--- src/rtl/mips_ctrl_pkg.sv ---
// Shared types and encodings for the multicycle MIPS sequencing controller.
package mips_ctrl_pkg;

    // Controller states; the numeric value is what the debug state port shows.
    typedef enum logic [3:0] {
        FETCH     = 4'd0,
        DECODE    = 4'd1,
        MEM_ADDR  = 4'd2,
        MEM_READ  = 4'd3,
        MEM_WB    = 4'd4,
        MEM_WRITE = 4'd5,
        R_EXEC    = 4'd6,
        R_WB      = 4'd7,
        I_EXEC    = 4'd8,
        I_WB      = 4'd9,
        BRANCH    = 4'd10,
        JUMP      = 4'd11,
        JAL       = 4'd12,
        JR        = 4'd13
    } ctrlState_e;

    // Primary opcodes (IR[31:26]).
    localparam logic [5:0] OP_RTYPE = 6'h00;
    localparam logic [5:0] OP_J     = 6'h02;
    localparam logic [5:0] OP_JAL   = 6'h03;
    localparam logic [5:0] OP_BEQ   = 6'h04;
    localparam logic [5:0] OP_BNE   = 6'h05;
    localparam logic [5:0] OP_ADDI  = 6'h08;
    localparam logic [5:0] OP_ANDI  = 6'h0C;
    localparam logic [5:0] OP_ORI   = 6'h0D;
    localparam logic [5:0] OP_LUI   = 6'h0F;
    localparam logic [5:0] OP_LW    = 6'h23;
    localparam logic [5:0] OP_SW    = 6'h2B;

    // R-type function codes (IR[5:0]).
    localparam logic [5:0] FN_SLL = 6'h00;
    localparam logic [5:0] FN_SRL = 6'h02;
    localparam logic [5:0] FN_JR  = 6'h08;
    localparam logic [5:0] FN_ADD = 6'h20;
    localparam logic [5:0] FN_SUB = 6'h22;
    localparam logic [5:0] FN_AND = 6'h24;
    localparam logic [5:0] FN_OR  = 6'h25;
    localparam logic [5:0] FN_NOR = 6'h27;

    // ALU operation codes; RTYPE tells the ALU decoder to look at funct.
    localparam logic [2:0] ALU_ADD   = 3'b000;
    localparam logic [2:0] ALU_SUB   = 3'b001;
    localparam logic [2:0] ALU_OR    = 3'b010;
    localparam logic [2:0] ALU_AND   = 3'b011;
    localparam logic [2:0] ALU_LUI   = 3'b100;
    localparam logic [2:0] ALU_RTYPE = 3'b111;

    // PC source select.
    localparam logic [1:0] PCSRC_ALU    = 2'b00;
    localparam logic [1:0] PCSRC_ALUOUT = 2'b01;
    localparam logic [1:0] PCSRC_JUMP   = 2'b10;
    localparam logic [1:0] PCSRC_REGA   = 2'b11;

    // ALU operand A select.
    localparam logic [1:0] SRCA_PC    = 2'b00;
    localparam logic [1:0] SRCA_REGA  = 2'b01;
    localparam logic [1:0] SRCA_SHAMT = 2'b10;

    // ALU operand B select.
    localparam logic [1:0] SRCB_REGB    = 2'b00;
    localparam logic [1:0] SRCB_FOUR    = 2'b01;
    localparam logic [1:0] SRCB_IMM     = 2'b10;
    localparam logic [1:0] SRCB_IMM_SH2 = 2'b11;

    // Register-file destination select.
    localparam logic [1:0] DST_RT = 2'b00;
    localparam logic [1:0] DST_RD = 2'b01;
    localparam logic [1:0] DST_RA = 2'b10;

    // Register-file write-data select.
    localparam logic [1:0] M2R_ALUOUT = 2'b00;
    localparam logic [1:0] M2R_MDR    = 2'b01;
    localparam logic [1:0] M2R_PC     = 2'b10;

    // R-type functions executed through R_EXEC/R_WB (jr has its own path).
    function automatic logic isRFunctOk(input logic [5:0] fn);
        return (fn == FN_ADD) || (fn == FN_SUB) || (fn == FN_AND) ||
               (fn == FN_OR)  || (fn == FN_NOR) || (fn == FN_SLL) ||
               (fn == FN_SRL);
    endfunction

    // Shifts take operand A from the shamt field instead of regA.
    function automatic logic isShift(input logic [5:0] fn);
        return (fn == FN_SLL) || (fn == FN_SRL);
    endfunction

    // ALU operation for the immediate-format arithmetic/logic opcodes.
    function automatic logic [2:0] immAluOp(input logic [5:0] op);
        logic [2:0] code;
        code = ALU_ADD;
        case (op)
            OP_ANDI: code = ALU_AND;
            OP_ORI:  code = ALU_OR;
            OP_LUI:  code = ALU_LUI;
            default: code = ALU_ADD;
        endcase
        return code;
    endfunction

endpackage

--- src/rtl/mips_ctrl_wait_timer.sv ---
// Memory wait counter: counts stalled cycles of a pending request and flags
// a timeout on the MEM_TIMEOUT-th stalled cycle (MEM_TIMEOUT = 0 disables it).
module mips_ctrl_wait_timer
#(
    parameter int MEM_TIMEOUT = 16
)
(
    input  logic clk,
    input  logic reset,
    input  logic pending,
    input  logic ready,
    input  logic clear,
    output logic waiting,
    output logic timeout
);

    // One spare code above MEM_TIMEOUT so the count can saturate safely.
    localparam int CW = $clog2(MEM_TIMEOUT + 2);
    localparam logic [CW-1:0] CNT_MAX = {CW{1'b1}};
    localparam logic [CW-1:0] LIMIT   = CW'((MEM_TIMEOUT > 0) ? MEM_TIMEOUT - 1 : 0);

    logic [CW-1:0] waitCount;
    logic          stall;

    assign stall   = pending & ~ready;
    // waitCount holds the stalls already seen, so LIMIT marks the final one.
    assign timeout = (MEM_TIMEOUT > 0) && stall && (waitCount == LIMIT);
    // Non-zero count means a request is already in flight.
    assign waiting = (waitCount != '0);

    // Count stalled cycles; restart on any state change or after a timeout.
    always_ff @(posedge clk or negedge reset) begin
        if (!reset) begin
            waitCount <= '0;
        end else if (clear || timeout) begin
            waitCount <= '0;
        end else if (stall && (waitCount != CNT_MAX)) begin
            waitCount <= waitCount + 1'b1;
        end
    end

endmodule

--- src/rtl/mips_multicycle_control.sv ---
// Multicycle MIPS sequencing controller. Moore-style decode of the datapath
// selects from the current state; only the memory-completion side effects
// (FETCH ir_write/pc_en, memory-state advance, MEM_WRITE retire) look at
// mem_ready. A memory request is pending while mem_read/mem_write is high;
// mem_ready completes it in the same cycle and is ignored otherwise.
module mips_multicycle_control
    import mips_ctrl_pkg::*;
#(
    parameter int MEM_TIMEOUT = 16,
    parameter int STATE_BITS  = 4
)
(
    input  logic                  clk,
    input  logic                  reset,
    input  logic                  run,
    input  logic [5:0]            opcode,
    input  logic [5:0]            funct,
    input  logic                  zero,
    input  logic                  mem_ready,
    output logic                  mem_read,
    output logic                  mem_write,
    output logic                  i_or_d,
    output logic                  ir_write,
    output logic                  pc_en,
    output logic [1:0]            pc_source,
    output logic [1:0]            alu_src_a,
    output logic [1:0]            alu_src_b,
    output logic [2:0]            alu_op,
    output logic                  reg_write,
    output logic [1:0]            reg_dst,
    output logic [1:0]            mem_to_reg,
    output logic                  instr_retired,
    output logic                  illegal_op,
    output logic                  bus_error,
    output logic [STATE_BITS-1:0] state
);

    ctrlState_e curState;
    ctrlState_e nextState;
    logic       waiting;
    logic       timeout;
    logic       reqPending;
    logic       stateChange;

    // A fetch that already started keeps going even if run drops meanwhile.
    assign reqPending = reset &&
                        (((curState == FETCH) && (run || waiting)) ||
                         (curState == MEM_READ) || (curState == MEM_WRITE));

    assign stateChange = (nextState != curState);
    assign state       = STATE_BITS'(curState);

    mips_ctrl_wait_timer #(
        .MEM_TIMEOUT (MEM_TIMEOUT)
    ) u_waitTimer (
        .clk     (clk),
        .reset   (reset),
        .pending (reqPending),
        .ready   (mem_ready),
        .clear   (stateChange),
        .waiting (waiting),
        .timeout (timeout)
    );

    // State register.
    always_ff @(posedge clk or negedge reset) begin
        if (!reset) begin
            curState <= FETCH;
        end else begin
            curState <= nextState;
        end
    end

    // Next-state and output decode; outputs held at idle values while in reset.
    always_comb begin
        nextState     = curState;
        mem_read      = 1'b0;
        mem_write     = 1'b0;
        i_or_d        = 1'b0;
        ir_write      = 1'b0;
        pc_en         = 1'b0;
        pc_source     = PCSRC_ALU;
        alu_src_a     = SRCA_PC;
        alu_src_b     = SRCB_FOUR;
        alu_op        = ALU_ADD;
        reg_write     = 1'b0;
        reg_dst       = DST_RT;
        mem_to_reg    = M2R_ALUOUT;
        instr_retired = 1'b0;
        illegal_op    = 1'b0;
        bus_error     = 1'b0;

        if (reset) begin
            case (curState)
                FETCH: begin
                    // PC + 4 is computed by the ALU while the instruction reads.
                    if (reqPending) begin
                        mem_read = 1'b1;
                        if (mem_ready) begin
                            ir_write  = 1'b1;
                            pc_en     = 1'b1;
                            nextState = DECODE;
                        end
                    end
                end

                DECODE: begin
                    // Precompute the branch target into ALUOut.
                    alu_src_b = SRCB_IMM_SH2;
                    case (opcode)
                        OP_RTYPE: begin
                            if (funct == FN_JR) begin
                                nextState = JR;
                            end else if (isRFunctOk(funct)) begin
                                nextState = R_EXEC;
                            end else begin
                                illegal_op = 1'b1;
                                nextState  = FETCH;
                            end
                        end
                        OP_LW, OP_SW:                    nextState = MEM_ADDR;
                        OP_ADDI, OP_ANDI, OP_ORI, OP_LUI: nextState = I_EXEC;
                        OP_BEQ, OP_BNE:                  nextState = BRANCH;
                        OP_J:                            nextState = JUMP;
                        OP_JAL:                          nextState = JAL;
                        default: begin
                            illegal_op = 1'b1;
                            nextState  = FETCH;
                        end
                    endcase
                end

                R_EXEC: begin
                    alu_src_a = isShift(funct) ? SRCA_SHAMT : SRCA_REGA;
                    alu_src_b = SRCB_REGB;
                    alu_op    = ALU_RTYPE;
                    nextState = R_WB;
                end

                R_WB: begin
                    reg_write     = 1'b1;
                    reg_dst       = DST_RD;
                    mem_to_reg    = M2R_ALUOUT;
                    instr_retired = 1'b1;
                    nextState     = FETCH;
                end

                I_EXEC: begin
                    alu_src_a = SRCA_REGA;
                    alu_src_b = SRCB_IMM;
                    alu_op    = immAluOp(opcode);
                    nextState = I_WB;
                end

                I_WB: begin
                    reg_write     = 1'b1;
                    reg_dst       = DST_RT;
                    mem_to_reg    = M2R_ALUOUT;
                    instr_retired = 1'b1;
                    nextState     = FETCH;
                end

                MEM_ADDR: begin
                    alu_src_a = SRCA_REGA;
                    alu_src_b = SRCB_IMM;
                    alu_op    = ALU_ADD;
                    nextState = (opcode == OP_LW) ? MEM_READ : MEM_WRITE;
                end

                MEM_READ: begin
                    mem_read = 1'b1;
                    i_or_d   = 1'b1;
                    if (mem_ready) begin
                        nextState = MEM_WB;
                    end
                end

                MEM_WB: begin
                    reg_write     = 1'b1;
                    reg_dst       = DST_RT;
                    mem_to_reg    = M2R_MDR;
                    instr_retired = 1'b1;
                    nextState     = FETCH;
                end

                MEM_WRITE: begin
                    mem_write = 1'b1;
                    i_or_d    = 1'b1;
                    if (mem_ready) begin
                        instr_retired = 1'b1;
                        nextState     = FETCH;
                    end
                end

                BRANCH: begin
                    // Condition resolved here so the PC only loads when taken.
                    alu_src_a     = SRCA_REGA;
                    alu_src_b     = SRCB_REGB;
                    alu_op        = ALU_SUB;
                    pc_source     = PCSRC_ALUOUT;
                    pc_en         = ((opcode == OP_BEQ) && zero) ||
                                    ((opcode == OP_BNE) && !zero);
                    instr_retired = 1'b1;
                    nextState     = FETCH;
                end

                JUMP: begin
                    pc_source     = PCSRC_JUMP;
                    pc_en         = 1'b1;
                    instr_retired = 1'b1;
                    nextState     = FETCH;
                end

                JAL: begin
                    // Link address is the already incremented PC.
                    pc_source     = PCSRC_JUMP;
                    pc_en         = 1'b1;
                    reg_write     = 1'b1;
                    reg_dst       = DST_RA;
                    mem_to_reg    = M2R_PC;
                    instr_retired = 1'b1;
                    nextState     = FETCH;
                end

                JR: begin
                    pc_source     = PCSRC_REGA;
                    pc_en         = 1'b1;
                    instr_retired = 1'b1;
                    nextState     = FETCH;
                end

                default: begin
                    nextState = FETCH;
                end
            endcase

            // Stuck memory: drop the request and restart from FETCH.
            if (timeout) begin
                bus_error = 1'b1;
                nextState = FETCH;
            end
        end
    end

endmodule

--- config.mk ---
export PLATFORM = sky130hd
export DESIGN_NAME = mips_multicycle_control
export DESIGN_NICKNAME = d
export VERILOG_FILES = /design/src/rtl/mips_ctrl_pkg.sv /design/src/rtl/mips_ctrl_wait_timer.sv /design/src/rtl/mips_multicycle_control.sv
export SDC_FILE = /design/constraint.sdc
export NUM_CORES = 1
export LEC_CHECK = 0
export BUFFER_PORTS_ARGS = -buffer_cell sky130_fd_sc_hd__clkbuf_2
export CAP_MARGIN = 25
export CORE_AREA = 2 2 72 74
export CTS_BUF_LIST = sky130_fd_sc_hd__clkbuf_16
export CTS_CLUSTER_SIZE = 10
export DETAILED_ROUTE_END_ITERATION = 8
export DIE_AREA = 0 0 74 76
export GPL_ROUTABILITY_DRIVEN = 0
export PLACE_DENSITY = 0.6
export SETUP_SLACK_MARGIN = 0.15
export SLEW_MARGIN = 10
export SYNTH_ARGS = -nofsm -noshare
export SYNTH_HDL_FRONTEND = slang
export SYNTH_HIERARCHICAL = 1
export SYNTH_SLANG_ARGS = --single-unit
--- constraint.sdc ---
create_clock -name clk -period 2.9 [get_ports clk]
set_input_delay 0.435 -clock clk [delete_from_list [all_inputs] [get_ports clk]]
set_output_delay 0.435 -clock clk [all_outputs]
set_load 0.02 [all_outputs]
## After elaboration in Yosys (flattened, before gate mapping)

Index checks and enable logic that the tools add are counted.

| storage, ports and cells | value |
|---|---|
| register bits | 9 |
| bits of input ports | 17 |
| output and inout port bits | 26 |
| word-level logic and storage cells | 125 |

| operators by class | value |
|---|---|
| $add $sub $neg | 1 |
| eq/ne operators | 33 |
| mux-type cells | 51 |
| bitwise operators | 2 |
| reduce and logical (&&, ||, !) cells | 36 |

Operators by type and width:

| operator | number |
|---|---|
| $eq A6 B6 Y1 const B | 7 |
| $eq A6 B4 Y1 const B | 5 |
| $mux W4 | 7 |
| $pmux W4 S7 | 1 |
| $eq A4 B4 Y1 const B | 6 |
| $pmux W4 S6 | 1 |
| $mux W1 | 20 |
| $eq A6 B2 Y1 const B | 3 |
| $pmux W3 S3 | 2 |
| $eq A4 B3 Y1 const B | 4 |
| $eq A6 B3 Y1 const B | 2 |
| $logic_not A6 Y1 | 2 |
| $logic_or A1 B1 Y1 | 12 |
| $mux W2 | 6 |
| $pmux W2 S2 | 3 |
| $pmux W2 S3 | 2 |
| $reduce_or A2 Y1 | 6 |
| $mux W5 | 2 |
| $reduce_or A10 Y1 | 1 |
| $mux W3 | 3 |
| $eq A4 B2 Y1 const B | 2 |
| $reduce_or A4 Y1 | 2 |
| $reduce_or A7 Y1 | 1 |
| $logic_and A1 B1 Y1 | 6 |
| other kinds (14) | 17 |

## Logic depth before layout (Yosys ltp)

| depth | value |
|---|---|
| word-level depth | 16 |
| mapped depth | 15 |
| depth with buffers taken out | 14 |

## Cells and area by module

Netlist, hierarchy kept.

By module, submodules not included:

| module | instances | cells an instance | area an instance (um^2) | seq. area each (um^2) |
|---|---|---|---|---|
| mips_multicycle_control | 1 | 170 | 1,092.3 | 100.1 |
| mips_ctrl_wait_timer | 1 | 33 | 320.3 | 125.1 |

## Worst setup path before layout

No wires, ideal clock.

| timing path | value |
|---|---|
| kind | register to register |
| start point | register u_waitTimer.waitCount[0] |
| end point | register u_waitTimer.waitCount[4] |
| library setup time | 94 ps |
| data arrival time | 3,052 ps |
| required time | 2,806 ps |
| setup slack | -246 ps |
| stages on the path, launching flop included | 14 |
| cell sequence | dfrtp_1 inv_1 ha_1 or4b_2 o21ai_0 o22ai_1 and3b_2 nand2b_1 a221oi_4 o31ai_2 mux2_4 o2111ai_2 or2_2 a211oi_1 |

| on the way | value |
|---|---|
| word-level cells in the longest chain between the ends | 13 |

RTL lines:

| item | line | source |
|---|---|---|
| from (decl) | mips_ctrl_wait_timer.sv:22 | `logic [CW-1:0] waitCount;` |
| from (signal assigned) | mips_ctrl_wait_timer.sv:38 | `waitCount <= waitCount + 1'b1;` |
| $reduce_bool A5 Y1 (*) | mips_ctrl_wait_timer.sv:29 | `assign waiting = (waitCount != '0);` |
| net waiting | mips_multicycle_control.sv:40 | `logic waiting;` |
| $logic_or A1 B1 Y1 (*) | mips_multicycle_control.sv:47 | `(((curState == FETCH) && (run \|\| waiting)) \|\|` |
| $logic_and A1 B1 Y1 (*) | mips_multicycle_control.sv:47 |  |
| $logic_or A1 B1 Y1 (*) | mips_multicycle_control.sv:47 |  |
| $logic_or A1 B1 Y1 (*) | mips_multicycle_control.sv:48 | `(curState == MEM_READ) \|\| (curState == MEM_WRITE));` |
| $logic_and A1 B1 Y1 (*) | mips_multicycle_control.sv:46 | `assign reqPending = reset &&` |
| net reqPending | mips_multicycle_control.sv:42 | `logic reqPending;` |
| $and A1 B1 Y1 (*) | mips_ctrl_wait_timer.sv:25 | `assign stall = pending & ~ready;` |
| $logic_and A1 B1 Y1 (*) | mips_ctrl_wait_timer.sv:27 | `assign timeout = (MEM_TIMEOUT > 0) && stall && (waitCount == LIMIT);` |
| net timeout | mips_multicycle_control.sv:41 | `logic timeout;` |
| $mux W4 (*) | mips_multicycle_control.sv:238 | `if (timeout) begin` |
| $mux W4 (*) | mips_multicycle_control.sv:93 | `if (reset) begin` |
| $ne A4 B4 Y1 (*) | mips_multicycle_control.sv:50 | `assign stateChange = (nextState != curState);` |
| net stateChange | mips_multicycle_control.sv:43 | `logic stateChange;` |
| $logic_or A1 B1 Y1 (*) | mips_ctrl_wait_timer.sv:35 | `end else if (clear \|\| timeout) begin` |
| $mux W5 / $reduce_bool A2 Y1 (equally long branches) | - |  |

Mark *: on every way through the listed nets, which the timed path passes. The rest lies on a longest branch. The select of a mux whose other input is x is not followed.
A chain may end at the register's enable or synchronous reset.

## Worst setup path after layout

Ends and elaborated chain as after synthesis.

==> impl_metrics.json <==
{
  "ff2ff_setup_slack_ns": 0.002,
  "p_switching_mw": 0.5801,
  "chipHeight_um": 76,
  "finalSetupViolCount": 0,
  "start_util_pct": 28.76,
  "status": "complete, no violations",
  "dr.pass1.iters": 4,
  "sw_frac_of_total_pct": 45.83,
  "synthDistinctLibCells": 59,
  "clk_latency_ns": 0.24,
  "rsz0062_at_grt": "true",
  "setup.worst_path.start_class": "flip-flop",
  "nets": 274,
  "die_w_um": 74,
  "grt_pass1_wl_mm": 7.610,
  "max_freq_ghz": 0.3451,
  "numCtsBuffers": 3,
  "crit_type": "flip-flop to flip-flop",
  "viasPerCell": 5.245,
  "ir_drop_uv": 482.4,
  "synth_edf_count": 0,
  "critPathCaptureType": "flip-flop",
  "endpoint": "u_waitTimer/waitCount[4]$_DFFE_PN0P_",
  "grt_max_degree": 29,
  "ant_nets": 0,
  "clockBufferDepth": 2,
  "path_max_fanout": 5,
  "cts_tree": "done",
  "internal_power_mw": 0.6857,
  "finalHoldViolations": 0,
  "clockPowerShare_pct": 19.5,
  "synth_cells": 203,
  "top_level_ports": 43,
  "power_mw": 1.266,
  "rr_startpoint": "u_waitTimer/waitCount[0]$_DFFE_PN0P_",
  "synth_flop_cell": "dfrtp_1",
  "slew_headroom_pct": 61.37,
  "yosysSeqAreaShare_pct": 15.94,
  "grt_usage_pct": 16.76,
  "powerDensity_mw_per_mm2": 659.5,
  "drt_iter0_markers": 74,
  "core_mm2": 0.004912,
  "leakage_nw": 0.8352,
  "crit_arrival_ns": 3.05,
  "htree_num_levels": 1,
  "cts.sinks": 9,
  "dieArea_mm2": 0.005624,
  "worst_slew_pin_slew_ns": 0.5782,
  "required_ns": 3.05,
  "cts.clk_slew.worst_paths_ns": 0.04,
  "portBuffers": 42,
  "hpwl_mm": 3.405,
  "r2r_cells": 13,
  "syn2layout_area_growth_pct": 35.87,
  "synthArstFlopShare_pct": 100.0,
  "p_comb_share_pct": 65.0,
  "yosysWarnings": 6,
  "syn_nets": 224,
  "wire_per_inst_um": 14.23,
  "syn-cell-area_mm2": 0.001413,
  "drive_gt1_share_pct": 36.90,
  "grt_overflow": 0,
  "fin_crit_ns": 2.898,
  "drt-total-wl_mm": 4.581,
  "ys_seq_elements": 9,
  "report.final.slew_viol_count": 0,
  "setup_slack_ns": 0.001869,
  "drc": 0,
  "grt_pass1_vias": 1602,
  "min_path_type": "primary input to asynchronous set/reset pin",
  "cts-root-buf": "clkbuf_16",
  "fin_crit_sh_pct": 99.94,
  "clock_skew_ns": 0.001508,
  "antenna_found_initial": 0,
  "cp-startpoint": "u_waitTimer/waitCount[0]$_DFFE_PN0P_",
  "seqPwrFrac_pct": 15.5,
  "diodes": 0,
  "via_count": 1689,
  "rows": 26,
  "r2r_end": "u_waitTimer/waitCount[4]$_DFFE_PN0P_",
  "drv_cap": 0,
  "place_ws_ns": -0.002750,
  "syn_area_per_cell_um2": 6.959
}
sequential cells by signal, indices dropped and copies added (netlist names):
register / count
state: 4
u_waitTimer/waitCount: 5
synthesized netlist by cell type, drive strengths merged, types with 3 or more instances:
cell type / count / area (um^2)
a21oi: 20 / 100.1
a31oi: 7 / 43.79
buf: 7 / 45.04
clkbuf: 7 / 26.28
dfrtp: 9 / 225.2
ha: 4 / 50.05
inv: 10 / 37.54
nand2: 22 / 82.58
nand2b: 5 / 31.28
nand3: 8 / 40.04
nor2: 23 / 86.33
nor2b: 5 / 31.28
nor3: 11 / 60.06
nor3b: 3 / 22.52
o21ai: 12 / 60.06
or2: 3 / 18.77
xnor2: 3 / 26.28
power by group through the flow:
stage | clock network (mW) | registers (mW) | logic, mW
final | 0.247 | 0.196 | 0.823
after global routing | 0.257 | 0.200 | 0.896
after CTS | 0.251 | 0.192 | 0.765
after detailed placement | 0 | 0.199 | 0.721
after global placement | 0 | 0.198 | 0.719
after floorplan | 0 | 0.208 | 0.521
layout make-up:
| type | count | area [um^2] |
|---|---|---|
| Multi-Input combinational cell | 169 | 1146 |
| Clock buffer | 3 | 75.07 |
| Sequential cell | 9 | 227.7 |
| Tap cell | 70 | 87.58 |
| Fill cell | 537 | 2993 |
| Timing Repair Buffer | 59 | 337.8 |
| Inverter | 11 | 41.29 |
| Clock inverter | 1 | 3.754 |
worst max-delay path, stage by stage (launching register included):
cell and delay [ns]:
dfrtp_1 0.38, inv_2 0.09, ha_4 0.12, or4b_4 0.48, o21ai_4 0.16, o22ai_2 0.10
and3b_2 0.25, nand2b_4 0.15, a221oi_4 0.23, o31ai_2 0.13, mux2_4 0.22, o2111ai_2 0.08
or2_4 0.28, a211oi_2 0.15
cell families after synthesis:
group                    Yosys count  synth area share [%]
AO/OA/AOI/OAI                     62                 30.38
XOR/XNOR                           3                 1.860
adder cells (fa/ha/maj)            4                 3.543
buffers and inverters             25                 7.972
flip-flops                         9                 15.94
multiplexers                       2                 1.860
AND/OR/NAND/NOR                   98                 38.44
per-stage QoR:
step	hold WS, ns	utilization, %	area (um^2)	instances	TNS [ns]
after floorplan	0.1394	-	1449	203	0
after global placement	0.4939	35.69	1753	312	0
after detailed placement	0.4922	35.69	1753	312	-0.002750
after CTS	0.2367	38.21	1877	321	-0.01205
after global routing	0.2646	39.07	1919	322	-0.5298
final	0.2370	39.07	1919	322	0
cell usage in the layout (no fill, tap or decap), drive strengths merged, types with 3 or more instances in the layout:
master | Yosys | final
nand2 | 22 | 22
xnor2 | 3 | 3
nor2b | 5 | 5
nand2b | 5 | 5
nor3b | 3 | 3
o21ai | 12 | 12
nand3 | 8 | 8
a31oi | 7 | 7
buf | 7 | 17
nor3 | 11 | 11
nor2 | 23 | 23
inv | 10 | 11
a21oi | 20 | 20
dfrtp | 9 | 9
or2 | 3 | 3
ha | 4 | 4
clkbuf | 7 | 45
what timing repair did:
item | in CTS | in global routing
gates resized for setup | 1 | 9
setup buffers | 5 | 1
setup endpoints to repair | 5 | 7
pin swaps | 2 | 5
hold buffers | 0 | 0
metal layers:
layer	up-vias	part of all wire, %	track usage [%]
met2	43	50	26.96
met3	7	3.0	1.323
met1	792	46	23.27
li1	847	-	-
met5	-	0	0
met4	0	1.7	5.636
worst min-delay path by stage:
stage                     slack [ns]                                    to   from
final                           0.24  u_waitTimer/waitCount[2]$_DFFE_PN0P_  reset
after global routing            0.26  u_waitTimer/waitCount[3]$_DFFE_PN0P_  reset
after CTS                       0.24  u_waitTimer/waitCount[2]$_DFFE_PN0P_  reset
after detailed placement        0.49  u_waitTimer/waitCount[3]$_DFFE_PN0P_  reset
after global placement          0.49  u_waitTimer/waitCount[3]$_DFFE_PN0P_  reset
after floorplan                 0.14                    state[0]$_DFF_PN0_  reset
No activity file was read; power rests on OpenSTA's default activity.
